**src/rtl/nmr_pkg.sv**
```systemverilog
// nmr_pkg: shared helpers for the N-modular-redundant voting register.
//   rep_cnt_w : width needed to hold a replica count 0..n, i.e. clog2(n+1)
//   popcount  : number of set bits in a vector of up to MAX_N replicas
//   sat_inc   : increment that sticks at 2^w-1 instead of wrapping
package nmr_pkg;

   localparam int unsigned MAX_N = 64;

   function automatic int unsigned rep_cnt_w(input int unsigned n);
      return $clog2(n + 1);
   endfunction

   function automatic logic [7:0] popcount(input logic [MAX_N-1:0] v);
      logic [7:0] c;
      c = '0;
      for (int unsigned i = 0; i < MAX_N; i++) begin
         c = c + 8'(v[i]);
      end
      return c;
   endfunction

   function automatic logic [31:0] sat_inc(input logic [31:0] v, input int unsigned w);
      if (v == ((32'd1 << w) - 32'd1)) begin
         return v;
      end
      return v + 32'd1;
   endfunction

endpackage

```
**src/rtl/nmr_bit_vote.sv**
```systemverilog
// nmr_bit_vote: majority vote of one bit position across N replicas.
//   data     : bit value from each replica
//   en       : 1 = that replica's bit is still trusted
//   vote     : majority value among enabled replicas (0 on a tie)
//   tie      : no strict majority (includes no replica enabled)
//   disagree : enabled replica that differs from a real majority
module nmr_bit_vote
   import nmr_pkg::*;
#(
   parameter int unsigned N = 7
) (
   input  logic [N-1:0] data,
   input  logic [N-1:0] en,
   output logic         vote,
   output logic         tie,
   output logic [N-1:0] disagree
);

   // One extra bit so that 2*ones never overflows.
   localparam int unsigned EW = rep_cnt_w(N) + 1;

   logic [EW-1:0] ones;
   logic [EW-1:0] enabled;

   always_comb begin
      ones     = EW'(popcount(MAX_N'(data & en)));
      enabled  = EW'(popcount(MAX_N'(en)));
      vote     = (ones << 1) > enabled;
      tie      = (ones << 1) == enabled;
      disagree = '0;
      if (!tie) begin
         disagree = en & (data ^ {N{vote}});
      end
   end

endmodule

```
**src/rtl/nmr_vote_reg.sv**
```systemverilog
// nmr_vote_reg: N-modular-redundant pipeline register with bit-wise voting,
// sticky per-bit trust masks, per-replica saturating fault counters and a
// valid/ready handshake (1-cycle latency, full throughput).
//   clk, reset_n          : clock (rising edge), async active-low reset
//   in_valid/in_ready     : replica vector handshake; in_data holds replica i at [i*WIDTH +: WIDTH]
//   out_valid/out_ready   : voted word handshake; out_data is the voted word
//   out_nomaj             : at least one bit of out_data had no majority
//   mask                  : 1 = replica bit still trusted, same layout as in_data
//   rep_dead              : replica i has no trusted bits left
//   fault_cnt             : replica i disagreement count at [i*CNT_W +: CNT_W]
//   scrub_req             : only with NMR_SCRUB_EN defined; restores all masks to 1
module nmr_vote_reg
   import nmr_pkg::*;
#(
   parameter int unsigned WIDTH = 32,
   parameter int unsigned N     = 7,
   parameter int unsigned CNT_W = 8
) (
   input  logic                 clk,
   input  logic                 reset_n,
`ifdef NMR_SCRUB_EN
   input  logic                 scrub_req,
`endif
   input  logic                 in_valid,
   output logic                 in_ready,
   input  logic [N*WIDTH-1:0]   in_data,
   output logic                 out_valid,
   input  logic                 out_ready,
   output logic [WIDTH-1:0]     out_data,
   output logic                 out_nomaj,
   output logic [N*WIDTH-1:0]   mask,
   output logic [N-1:0]         rep_dead,
   output logic [N*CNT_W-1:0]   fault_cnt
);

   logic                 scrub;
   logic                 accept;
   logic [WIDTH-1:0]     vote;
   logic [WIDTH-1:0]     tie;
   logic [N*WIDTH-1:0]   clr;
   logic [N-1:0]         hit;
   logic [N*WIDTH-1:0]   mask_q;
   logic [CNT_W-1:0]     cnt_q [N];
   logic                 out_valid_q;
   logic [WIDTH-1:0]     out_data_q;
   logic                 out_nomaj_q;

`ifdef NMR_SCRUB_EN
   assign scrub = scrub_req;
`else
   assign scrub = 1'b0;
`endif

   assign in_ready = !out_valid_q || out_ready;
   assign accept   = in_valid && in_ready;

   // Transpose replica-major buses into per-bit voter slices.
   for (genvar b = 0; b < WIDTH; b++) begin : g_bit
      logic [N-1:0] d;
      logic [N-1:0] e;
      logic [N-1:0] dis;
      for (genvar i = 0; i < N; i++) begin : g_rep
         assign d[i]              = in_data[i*WIDTH+b];
         assign e[i]              = mask_q[i*WIDTH+b];
         assign clr[i*WIDTH+b]    = dis[i];
      end
      nmr_bit_vote #(.N(N)) u_vote (
         .data     (d),
         .en       (e),
         .vote     (vote[b]),
         .tie      (tie[b]),
         .disagree (dis)
      );
   end

   always_comb begin
      hit       = '0;
      rep_dead  = '0;
      fault_cnt = '0;
      for (int unsigned i = 0; i < N; i++) begin
         hit[i]                      = |clr[i*WIDTH +: WIDTH];
         rep_dead[i]                 = ~|mask_q[i*WIDTH +: WIDTH];
         fault_cnt[i*CNT_W +: CNT_W] = cnt_q[i];
      end
   end

   always_ff @(posedge clk or negedge reset_n) begin
      if (!reset_n) begin
         out_valid_q <= 1'b0;
         out_data_q  <= '0;
         out_nomaj_q <= 1'b0;
         mask_q      <= '1;
         for (int unsigned i = 0; i < N; i++) begin
            cnt_q[i] <= '0;
         end
      end else begin
         if (accept) begin
            out_valid_q <= 1'b1;
            out_data_q  <= vote;
            out_nomaj_q <= |tie;
         end else if (out_ready) begin
            out_valid_q <= 1'b0;
         end

         // A concurrent accept still votes with the old masks; scrub overrides its mask update.
         if (scrub) begin
            mask_q <= '1;
         end else if (accept) begin
            mask_q <= mask_q & ~clr;
         end

         for (int unsigned i = 0; i < N; i++) begin
            if (accept && hit[i]) begin
               cnt_q[i] <= CNT_W'(sat_inc(32'(cnt_q[i]), CNT_W));
            end
         end
      end
   end

   assign out_valid = out_valid_q;
   assign out_data  = out_data_q;
   assign out_nomaj = out_nomaj_q;
   assign mask      = mask_q;

endmodule

```
**config.mk**
```make
export PLATFORM = sky130hd
export DESIGN_NAME = nmr_vote_reg
export DESIGN_NICKNAME = d
export VERILOG_FILES = /design/src/rtl/nmr_pkg.sv /design/src/rtl/nmr_bit_vote.sv /design/src/rtl/nmr_vote_reg.sv
export SDC_FILE = /design/constraint.sdc
export NUM_CORES = 1
export LEC_CHECK = 0
export ABC_CLOCK_PERIOD_IN_PS = 6200
export BUFFER_PORTS_ARGS = -buffer_cell sky130_fd_sc_hd__buf_4
export CAP_MARGIN = 10
export CORE_UTILIZATION = 58
export CTS_CLUSTER_DIAMETER = 30
export CTS_CLUSTER_SIZE = 24
export DETAILED_ROUTE_END_ITERATION = 8
export PLACE_DENSITY = 0.83
export SLEW_MARGIN = 25
export SYNTH_ARGS = -nofsm -noshare
export SYNTH_HDL_FRONTEND = slang
export SYNTH_SLANG_ARGS = --single-unit
```
**constraint.sdc**
```tcl
create_clock -name clk -period 6.2 [get_ports clk]
set_input_delay 1.24 -clock clk [delete_from_list [all_inputs] [get_ports clk]]
set_output_delay 1.24 -clock clk [all_outputs]
set_load 0.05 [all_outputs]
```
==> reports/summary.txt <==
Fraction of layout cells with a size suffix above 1 - 30.05%
Sequential share of power - 15.6%
Htree depth - 3
Power Density - 592.1 nW/um^2
Clk buf depth - 3
Worst EP arrival - 6.51 ns
Worst-Skew Late Latency - 0.62 ns
Clock Sinks - 314
Worst setup path startpoint - in_data[49]
Synth cell types - 61
Commonest non-fill, non-tap cell in the layout - buf_4
Drt drc - 0
Placed cells - 4453
Clock Power Share - 20.4%
Post-layout minimum cycle time - 6.018 ns
Net Count, Synth - 3801
Fmax - 166.2 MHz
Post-synth ARST share - 100.0%
Slew Viols, Final - 0
Ys Warns - 0
Register area share after synthesis - 27.77%
Final Instance Count excl. Fillers - 4621
Vias in the first global route - 28150
Die Wd - 226.8 um
Final worst-path cycle share - 97.07%
CTS tree - built
Post-CTS Setup Inserts - 0
Die area - 51420 um^2
Rows - 82
R2r startpoint - mask[18]
Max Cap Violations - 0
Crit path capture - fault_cnt[25]
I/O Buffers - 549
Internal power - 0.01106 W
Final antenna-violating net count - 0
Endpoint type of the worst setup path - flip-flop
Final WL - 122600 um
GR Util All Layers - 47.85%
1st-pass router iterations - 6
Share of the synthesized area in the top cell type - 20.09%
Clock transition at path regs - 0.04 ns
Final hold violations - 0
CTS Root Cell - clkbuf_16
Post-synth EDFFs - 0
Core Footprint - 49970 um^2
Worst VDD drop - 0.001115 V
Switching share of power - 51.94%
Syn Std Cell Area - 29300 um^2
R2R Setup Slk - 0.34 ns
I/O pins - 550
Comb pwr share - 64.0%
Worst Hold Class - reg -> reg
Post-DP HPWL - 99930 um
Vias per cell - 6.105
Final GP Congestion - 1.062
Number of buffers created by CTS - 86
Setup Skew - 0.02054 ns
Max Fanout on Critical Path - 7
Remaining global-route overflow - 0
Yosys top cell by area - dfstp_2
Max-slew headroom at the worst pin - 18.61%
Synthesized area per cell - 9.594 um^2
DP Area - 35790 um^2
Final #Nets - 4616
Startpoint Class - input port
FF+latch count, synth - 314
Largest net degree at the start of global routing - 155
Status - finished, final reports clean
Most frequent cells in the layout - buf_4, inv_1, ha_1
RSZ-0062 raised after global routing - no
Initial DRC count - 3383
Post-Route Utilization - 77.79%
Die span in y - 226.8 um
Starting Density - 58.64%
LEAKAGE - 18.83 nW
Gate Count Post-Synth - 3054
# setup viols final - 0
Sw Pwr - 0.01195 W
Reg2reg path depth - 20
Vias - 28210
Finished Cell Area - 38870 um^2
Crit Reg-Reg Endpoint - fault_cnt[41]
Worst Path Required - 6.69 ns
Drt wl/cell - 26.53 um
Ys flop type - dfstp_2
Kind of critical path - in -> reg
Measured slew at the worst slew-check pin - 1.217 ns
Initial antenna violation count - 13
Area grow syn2layout - 32.66%
Synth top area cells - dfstp_2, ha_1, fa_1
First-pass GRT wire length - 177500 um
synthesized netlist by cell type (all sizes together) (14+ instances only):
master,count
nor2,148
nor4,67
ha,327
and2,151
o2bb2ai,17
mux2,14
a21oi,129
nand2,274
o21a,28
and3,31
and4b,27
a21o,59
nor3,26
clkbuf,22
o31ai,15
o32ai,19
a32oi,37
inv,505
dfrtp,90
xnor2,253
a2111oi,24
nand4,35
nand3,48
fa,192
o21ai,19
buf,20
dfstp,224
a21boi,75
xor2,75
nand4b,39
what timing repair did:
action,4_1_cts,5_1_grt
hold buffers,0,0
endpoints found under the setup margin,0,8
resized for setup,0,2
power groups by stage:
stage | sequential, W | combinational [W] | clock [W]
floorplan | 0.00479 | 0.00643 | 0
global placement | 0.00355 | 0.0139 | 0
detailed placement | 0.00355 | 0.0141 | 0
CTS | 0.00354 | 0.0142 | 0.00469
global route | 0.00360 | 0.0153 | 0.00482
finish | 0.00359 | 0.0147 | 0.00470
layout make-up:
class,count,area (um^2)
Sequential cell,314,8138
Fill cell,3420,11100
Timing Repair Buffer,769,5818
Antenna cell,6,15.01
Clock inverter,50,684.4
Inverter,505,1896
Multi-Input combinational cell,2193,19110
Tap cell,672,840.8
Clock buffer,112,2370
routing by layer:
metal	GRT usage, %	vias to the layer above	wire length [um]
li1	-	11980	-
met1	58.78	13720	44040
met5	0	-	50
met3	15.71	537	15850
met2	70.86	1973	52880
met4	33.61	8	9787
sequential cells by signal, indices dropped and copies added (netlist names):
signal     count
mask         224
fault_cnt     56
out_data      32
out_nomaj      1
out_valid      1
how the worst min path moves through the flow:
stage,slack [ns],depth (start not counted),from,to
floorplan,0.59,2,mask[112],mask[112]
CTS,0.49,1,mask[191],mask[191]
detailed placement,0.47,2,out_data[22],out_data[22]
global route,0.50,1,mask[191],mask[191]
global placement,0.46,2,out_data[22],out_data[22]
finish,0.48,1,mask[191],mask[191]
cells by family (layout without fill, tap and decap cells):
kind of cell | Yosys count | count (layout) | share of synthesized area (%)
compound gates | 464 | 464 | 12.09
xor+xnor | 328 | 328 | 9.804
fa+ha+maj | 519 | 519 | 27.08
buf+inv | 547 | 1436 | 7.106
flops | 314 | 314 | 27.77
mux | 19 | 19 | 0.7345
other cells | 0 | 6 | 0
simple gates | 863 | 863 | 15.41
metrics by stage:
stage                     hold slack, ns  worst slack (ns)  setup TNS [ns]  power [W]
after floorplan                   0.5852            0.1298               0    0.01122
after global placement            0.4633           -0.4908          -5.037    0.01747
after detailed placement          0.4737           -0.5134          -7.189    0.01760
after CTS                         0.4852           0.09611               0    0.02241
after global routing              0.5021           0.04008               0    0.02367
final                             0.4846            0.1819               0    0.02302
worst max-delay path: stages:
cell and delay (ns):
buf_4 0.12, and2_1 0.13, ha_1 0.26, inv_1 0.05, fa_1 0.52, fa_1 0.50, inv_1 0.07, ha_1 0.14
inv_1 0.05, fa_1 0.38, xnor2_1 0.15, ha_1 0.35, a21oi_1 0.25, and2_1 0.25, buf_4 0.20, xnor2_1 0.13
a32oi_1 0.34, nor4b_1 0.46, buf_4 0.19, nand4_1 0.09, buf_4 0.18, nand3_1 0.12, mux2_1 0.33
No activity file was read; power rests on OpenSTA's default activity.
